<file path="config.mk">
export PLATFORM = sky130hd
export DESIGN_NAME = instr_cache
export DESIGN_NICKNAME = d
export VERILOG_FILES = /design/src/rtl/icache_pkg.sv /design/src/rtl/instr_cache_data_ram.sv /design/src/rtl/instr_cache.sv
export SDC_FILE = /design/constraint.sdc
export NUM_CORES = 2
export LEC_CHECK = 0
export ABC_CLOCK_PERIOD_IN_PS = 42900
export CORE_UTILIZATION = 67
export CTS_CLUSTER_SIZE = 10
export DETAILED_ROUTE_END_ITERATION = 7
export GPL_ROUTABILITY_DRIVEN = 0
export PLACE_DENSITY_LB_ADDON = 0.3
export SETUP_SLACK_MARGIN = 0.05
export SLEW_MARGIN = 20
export SYNTH_ARGS = -nofsm -noshare
export SYNTH_HDL_FRONTEND = slang
export SYNTH_SLANG_ARGS = --single-unit
</file>
<file path="constraint.sdc">
create_clock -name i_clk -period 42.9 [get_ports i_clk]
set_input_delay 6.435 -clock i_clk [delete_from_list [all_inputs] [get_ports i_clk]]
set_output_delay 6.435 -clock i_clk [all_outputs]
set_load 0.005 [all_outputs]
</file>
<file path="src/rtl/icache_pkg.sv">
// Shared types and helpers for the direct-mapped instruction cache.
package icache_pkg;

  typedef enum logic [1:0] {
    IDLE      = 2'd0,
    REFILL    = 2'd1,
    FILL_DONE = 2'd2
  } state_t;

  localparam logic [31:0] NOP = 32'h0000_0000;

  function automatic int ofs_width(input int words_per_line);
    return $clog2(words_per_line);
  endfunction

  function automatic int idx_width(input int lines);
    return $clog2(lines);
  endfunction

endpackage

</file>
<file path="src/rtl/instr_cache_data_ram.sv">
// Flop-based data array of the instruction cache.
// It has one synchronous write port and one combinational read port.
module instr_cache_data_ram
  import icache_pkg::*;
#(
  parameter int LINES          = 16,
  parameter int WORDS_PER_LINE = 4
) (
  input  logic                                  clk,
  input  logic                                  we,
  input  logic [idx_width(LINES)-1:0]           wr_index,
  input  logic [ofs_width(WORDS_PER_LINE)-1:0]  wr_word,
  input  logic [31:0]                           wr_data,
  input  logic [idx_width(LINES)-1:0]           rd_index,
  input  logic [ofs_width(WORDS_PER_LINE)-1:0]  rd_word,
  output logic [31:0]                           rd_data
);

  logic [31:0] mem [LINES][WORDS_PER_LINE];

  // refill write port
  always_ff @(posedge clk) begin
    if (we) begin
      mem[wr_index][wr_word] <= wr_data;
    end
  end

  assign rd_data = mem[rd_index][rd_word];

endmodule

</file>
<file path="src/rtl/instr_cache.sv">
// Direct-mapped read-only instruction cache with a line refill over a req/ack port.
// Optional macro ICACHE_STATS_EN adds saturating hit/miss counters.
module instr_cache
  import icache_pkg::*;
#(
  parameter int LINES          = 16,
  parameter int WORDS_PER_LINE = 4
) (
  input  logic        i_clk,
  input  logic        i_rst,
  input  logic [31:0] i_addr_PC,
  input  logic        i_con_req,
  input  logic        i_con_flush,
  output logic [31:0] o_data_Instr,
  output logic        o_con_stall,
  output logic [31:0] o_addr_Mem,
  output logic        o_con_mem_req,
  input  logic        i_con_mem_ack,
  input  logic [31:0] i_data_Mem
`ifdef ICACHE_STATS_EN
  ,
  output logic [31:0] o_cnt_hit,
  output logic [31:0] o_cnt_miss
`endif
);

  localparam int OW = ofs_width(WORDS_PER_LINE);
  localparam int IW = idx_width(LINES);
  localparam int TW = 30 - OW - IW;
  localparam logic [OW-1:0] LAST_W = OW'(WORDS_PER_LINE - 1);

  logic [OW-1:0] ofs;
  logic [IW-1:0] idx;
  logic [TW-1:0] tag;
  logic          unused_byte_bits;

  assign ofs = i_addr_PC[OW+1:2];
  assign idx = i_addr_PC[OW+IW+1:OW+2];
  assign tag = i_addr_PC[31:OW+IW+2];
  assign unused_byte_bits = ^i_addr_PC[1:0];

  state_t        state, state_nxt;
  logic [LINES-1:0] valid;
  logic [TW-1:0] tags [LINES];
  logic [TW-1:0] tag_l;
  logic [IW-1:0] idx_l;
  logic [OW-1:0] w;
  logic          mem_req_r;
  logic [31:0]   mem_addr_r;
  logic          stale;
  logic          hit, miss, ack_ok, ram_we;
  logic [31:0]   ram_rdata;

  instr_cache_data_ram #(
    .LINES          (LINES),
    .WORDS_PER_LINE (WORDS_PER_LINE)
  ) u_data_ram (
    .clk      (i_clk),
    .we       (ram_we),
    .wr_index (idx_l),
    .wr_word  (w),
    .wr_data  (i_data_Mem),
    .rd_index (idx),
    .rd_word  (ofs),
    .rd_data  (ram_rdata)
  );

  // hit detection, core-facing outputs and next state
  always_comb begin
    state_nxt    = state;
    hit          = 1'b0;
    ack_ok       = i_con_mem_ack & mem_req_r;
    ram_we       = 1'b0;
    if (i_con_req && (state == IDLE) && valid[idx] && (tags[idx] == tag)) begin
      hit = 1'b1;
    end else begin
      hit = 1'b0;
    end
    miss         = i_con_req & ~hit & (state == IDLE);
    o_con_stall  = (i_con_req & ~hit) | (state != IDLE);
    o_data_Instr = hit ? ram_rdata : NOP;
    case (state)
      IDLE: begin
        if (miss) state_nxt = REFILL;
        else      state_nxt = IDLE;
      end
      REFILL: begin
        ram_we = ack_ok;
        if (ack_ok && (w == LAST_W)) state_nxt = FILL_DONE;
        else                         state_nxt = REFILL;
      end
      FILL_DONE: state_nxt = IDLE;
      default:   state_nxt = IDLE;
    endcase
  end

  // FSM state, refill bookkeeping and registered memory request
  always_ff @(posedge i_clk or posedge i_rst) begin
    if (i_rst) begin
      state      <= IDLE;
      tag_l      <= '0;
      idx_l      <= '0;
      w          <= '0;
      mem_req_r  <= 1'b0;
      mem_addr_r <= 32'h0000_0000;
      stale      <= 1'b0;
    end else begin
      state <= state_nxt;
      case (state)
        IDLE: begin
          if (miss) begin
            tag_l      <= tag;
            idx_l      <= idx;
            w          <= '0;
            mem_req_r  <= 1'b1;
            mem_addr_r <= {tag, idx, {OW{1'b0}}, 2'b00};
            stale      <= 1'b0;
          end
        end
        REFILL: begin
          if (ack_ok) begin
            w <= w + 1'b1;
            if (w == LAST_W) mem_req_r  <= 1'b0;
            else             mem_addr_r <= {tag_l, idx_l, w + 1'b1, 2'b00};
          end
          // a flush while filling means the incoming line may be stale
          if (i_con_flush) stale <= 1'b1;
        end
        FILL_DONE: begin
          if (i_con_flush) stale <= 1'b1;
        end
        default: ;
      endcase
    end
  end

  // valid bits and tag array; flush overrides a completing fill
  always_ff @(posedge i_clk or posedge i_rst) begin
    if (i_rst) begin
      valid <= '0;
      for (int i = 0; i < LINES; i++) tags[i] <= '0;
    end else if (i_con_flush) begin
      valid <= '0;
    end else if ((state == FILL_DONE) && !stale) begin
      valid[idx_l] <= 1'b1;
      tags[idx_l]  <= tag_l;
    end
  end

  assign o_con_mem_req = mem_req_r;
  assign o_addr_Mem    = mem_addr_r;

`ifdef ICACHE_STATS_EN
  // saturating hit/miss statistics
  always_ff @(posedge i_clk or posedge i_rst) begin
    if (i_rst) begin
      o_cnt_hit  <= 32'h0000_0000;
      o_cnt_miss <= 32'h0000_0000;
    end else if (i_con_flush) begin
      o_cnt_hit  <= 32'h0000_0000;
      o_cnt_miss <= 32'h0000_0000;
    end else begin
      if (hit && (o_cnt_hit != 32'hFFFF_FFFF))   o_cnt_hit  <= o_cnt_hit + 32'd1;
      if (miss && (o_cnt_miss != 32'hFFFF_FFFF)) o_cnt_miss <= o_cnt_miss + 32'd1;
    end
  end
`endif

endmodule

</file>
* Yosys cells after proc, flatten, opt, wreduce, memory -nomap -nowiden
Memories as Yosys holds them, arrays and structs flattened.
Cells that the tools add are included.
Widths: inputs -> output; s select.
** Cells by class
- Add/sub/neg operators :: 1
- Bitwise logic cells :: 11
- Reductions and logical operators :: 21
- Multiply operators :: 0
- Mux-type cells :: 39
- Magnitude comparators :: 9
- Equal/unequal tests :: 9
- Shift-type cells :: 0
- Div/mod/pow operators :: 0
** Operators with widths (number)
- $bwmux 384 :: 1
- $mux 32 :: 7
- $mux 128 :: 1
- $bmux 24 s4 :: 1
- $demux 24 s4 :: 1
- $mux 24 :: 3
- $bmux 32 s2 :: 1
- $demux 32 s2 :: 1
- $pmux 32 s2 :: 1
- $mux 16 :: 2
- $eq 24x24->1 :: 1
- $or 16x16->16 :: 1
- $mux 1 :: 11
- $ge 5x5->1 const B :: 2
- $lt 4x5->1 const B :: 2
- $not 4->5 :: 2
- $logic_and 1x1->1 :: 8
- $ne 2x2->1 const B :: 4
- $pmux 2 s2 :: 2
- $reduce_and 4->1 :: 2
- $reduce_bool 2->1 :: 4
- $ge 3x3->1 const B :: 2
- $mux 2 :: 3
- $not 2->3 :: 2
- 18 further kinds :: 25
** Storage, ports and cells
- Memories kept :: 1
- Latch bits :: 0
- Memory bits (writable) :: 2048
- Input port bits :: 69
- Logic and storage cells :: 115
- Flip-flop bits (word level) :: 466
- Output and inout bits :: 66
- ROM bits :: 0
** Memory list
- u_data_ram.mem :: words 16, bits a word 128, rd ports 1, clocked after memory_dff 0, wr ports 1, RTL line instr_cache_data_ram.sv:19 : logic [31:0] mem [LINES][WORDS_PER_LINE];

* Longest topological paths before layout
- Depth after elaboration :: 12
- Depth in mapped cells :: 17
- Depth with buffers taken out :: 9

* By module
From an unflattened synthesis, not the netlist that was laid out.
** Unflattened totals
- Cells, all modules :: 4810
- Area total of the unflattened synthesis :: 99515.4 µm²
** Modules (own cells, without submodules)
- instr_cache_data_ram :: cells an instance 3348, times used 1, area each 77635.7 µm²
- instr_cache :: cells an instance 1462, times used 1, area each 21879.7 µm²

* Worst setup path after synthesis
No wires, ideal clock.
- Kind :: input to output
- From :: input port i_addr_PC[4]
- To :: output port o_data_Instr[16]
- Path slack :: 26.881 ns
- Arrival time :: 9.584 ns
- Stages on the path :: 15
- Required time :: 36.465 ns
- Buffers on the path :: 11
- Cells stage by stage :: buf_6 > buf_12 > buf_12 > buf_8 > buf_6 > buf_8 > buf_6 > buf_6 > buf_6 > buf_4 > buf_2 > mux4_2 > mux4_2 > a211oi_1 > a211oi_1
** Between the ends
- Word-level cells in the longest chain between the ends :: 8
** Ends and longest elaborated chain
- start, declared :: RTL line instr_cache.sv:11 : input logic [31:0] i_addr_PC,
- $not 4->5 (implied by the code) :: RTL line instr_cache.sv:74 : if (i_con_req && (state == IDLE) && valid[idx] && (tags[idx] == tag)) begin
- $bmux 24 s4 :: RTL line instr_cache.sv:74
- $mux 24 (implied by the code) (2 in a row) :: RTL line instr_cache.sv:74
- $eq 24x24->1 :: RTL line instr_cache.sv:74
- $logic_and 1x1->1 :: RTL line instr_cache.sv:74
- $mux 1 :: RTL line instr_cache.sv:74
- $mux 32 * :: RTL line instr_cache.sv:81 : o_data_Instr = hit ? ram_rdata : NOP;
- end, declared :: RTL line instr_cache.sv:14 : output logic [31:0] o_data_Instr,
Mark *: on every way between the ends. The rest lies on a longest branch, timed or not. The select of a mux whose other input is x is not followed.

* Worst setup path in the final report
- From :: input port i_addr_PC[5]
- To :: output port o_data_Instr[0]
The elaborated chain is that of the path after synthesis.

==> run metrics <==
outcome finished clean; vias per inst 7.94; IO Pins 135; Critical Path Start Type primary input; final wirelength 296 mm; CTS resizes 0; largest net degree at the start of global routing 189; crit path kind primary input to primary output; Tmin final 19520 ps; DRC Markers 0; Critical Path AT 13080 ps; Root Buffer clkbuf_16; sequential area share after synthesis 73.4%; cell mode on critical path buf_4; DR pass1 iterations 7; Final nets 4800; ANT nets after route 0; initial antenna violation count 24; largest cells by area after synthesis edfxtp_1 62%, mux4_2 17%, dfrtp_1 12%, mux2_2 4.7%, mux2i_1 0.70%; Final Power 5.52 mW; total grt overflow 0; Worst Hold Class register to register; Mean Syn Cell Area 22.4 um^2; Power Density 49.6 mW/mm^2; Die Span Y 388 um; Crit-path slowest cell buf_4; Period Utilization, post-route 45.5%; DP Wirelength 133 mm; number of flops mapped to enable cells by yosys 2048; #FFs+latches synth 2512; num rows 141; number of library cell types mapped by synthesis 60; post-cts hold buffer count 0; Ys Warns 0; post-synthesis instance total 4452; Netlist Area Pre-Place 0.0996 mm^2; fin util 75.4%; H-tree depth 5; share of cells above drive strength 1 36.1%; via count 53196; maxcap violations 0; P&R area growth vs syn 11.7%; clock tree buffer depth 4; worst hold slack 481 ps; final hold vios 0; clk_skew 42.2 ps; CTS tree yes; crit end category primary output; VDD IR max 0.0000410 V; Synth top area share 61.7%; die width 388 um; clk sinks 2512; Async SR Flop Fraction 18.5%; Setup TNS Final 0 ps; setup bufs post-CTS 0; area leader, netlist edfxtp_1; CP bufs+invs 5; RSZ-0062 raised after global routing false; Clock Latency Late Sink 940 ps; Routed wire per std cell 44.2 um; vias in the first global route 54647; Starting Density 67.5%; Worst-path clk slew 50 ps; 1st-iter DRT viols 8485; Worst Tran Pin Value 1240 ps; worst relative slew slack 17.1%; critical path, cell by cell buf_8 -> buf_4 -> buf_4 -> mux4_2 -> mux4_2 -> xor2_1 -> a211oi_1 -> nand4b_4 -> buf_4 -> nor2b_1 -> clkdlybuf4s50_1; die area 0.150 mm^2; Core Area 0.148 mm^2; ys flop type edfxtp_1; Max Clock Freq 0.0512 GHz; slowest stage delay, CP 980 ps; cell family with most CP delay buffers and inverters; GRT Total Usage 40.3%; WP data required 36470 ps; TritonCTS Buffers 302; Setup violations, final 0; Port Buffers 130; Pins Over Slew Limit 0; first-pass GRT wire length 416 mm; leakage power 38.3 nW; CP max FO 96
Yosys cell counts, types with 3 or more instances:
cell and instances:
a211oi_1 22, a21boi_0 3, a21o_1 8, a21oi_1 3, a22o_1 7, a22oi_1 10, a311oi_1 9, and2_1 6
buf_1 16, buf_2 37, buf_4 19, buf_6 40, buf_8 3, clkbuf_1 161, dfrtp_1 464, edfxtp_1 2048
ha_1 7, inv_1 24, mux2_1 55, mux2_2 418, mux2i_1 70, mux4_2 743, nand2_1 47, nand3_1 18
nand4_1 4, nor2_1 76, nor2b_1 37, nor3_1 4, o2111ai_1 4, o211ai_1 5, o21ai_0 14, o22ai_1 5
xnor2_1 14, xor2_1 15
per-layer routing:
metal  up-vias  share of wire, %  track usage [%]
met5         -             0.062                0
met3      1326                13             11.8
li1      18921                 -                -
met4        30               7.3             24.2
met2      5319                47             62.1
met1     27600                32             51.6
through the flow:
step | setup WS [ps] | cells | area [um^2]
final | 23380 | 6702 | 111000
after global routing | 22990 | 6697 | 111000
after CTS | 23350 | 6692 | 111000
after detailed placement | 23440 | 6346 | 103000
after global placement | 23440 | 6346 | 103000
after floorplan | 23530 | 4453 | 99600
worst paths after layout:
path                       slack (ps)                      to      startpoint  depth (start not counted)
max reg2reg                     38340  u_data_ram.mem[12][11]        state[1]                          8
min                               480          o_addr_Mem[19]  o_addr_Mem[19]                          1
max                             23380         o_data_Instr[0]    i_addr_PC[5]                         11
min reg2reg                       480          o_addr_Mem[19]  o_addr_Mem[19]                          1
min in group asynchronous        6040                tags[63]           i_rst                          2
max in group asynchronous       34630               tags[240]           i_rst                          5
cells in the final DEF, fill, tap and decap left out, types with 7 or more instances in the layout:
cell type	instances
edfxtp_1	2048
mux4_2	743
dfrtp_1	464
mux2_2	418
clkbuf_16	310
buf_4	107
clkdlybuf4s50_1	93
mux2i_1	70
nor2_4	69
mux2_1	55
nand2_1	47
nor2b_1	37
buf_2	29
clkbuf_1	27
inv_1	23
a211oi_1	22
xor2_1	15
xnor2_1	14
o21ai_0	14
a22oi_1	10
nand3_1	9
a311oi_1	9
a21o_1	8
nor2_1	7
a22o_1	7
nand3_2	7
buf_12	7
layout make-up:
cell class                 instances  area [um^2]
clock inverter                     8         86.3
clock buffer                     338         7870
timing repair buffer             245         2170
inverter                          25          101
sequential                      2512        73100
tap                             1930         2410
multi-input combinational       1638        25500
antenna                            6         15.0
fill                            7181        36400
report_power, final:
part	total [mW]	switching, mW	internal [mW]
Combinational	0.466	0.280	0.186
Clock	2.23	0.949	1.28
Sequential	2.82	0.0931	2.72
flip-flops by register name (all words and copies together) (netlist names):
name / flops
state: 2
tag_l: 24
stale: 1
w: 2
o_con_mem_req: 1
idx_l: 4
tags: 384
valid: 16
o_addr_Mem: 30
u_data_ram.mem: 2048
logic make-up after synthesis:
logic type / count (synthesis) / share of synthesized area (%)
buf+inv: 303 / 1.63
flops: 2512 / 73.4
simple gates: 202 / 0.947
fa+ha+maj: 7 / 0.0879
xor+xnor: 29 / 0.255
mux: 1286 / 22.8
compound gates: 112 / 0.868
other cells: 1 / 0.00376
Power figures use the tool's default switching activity.
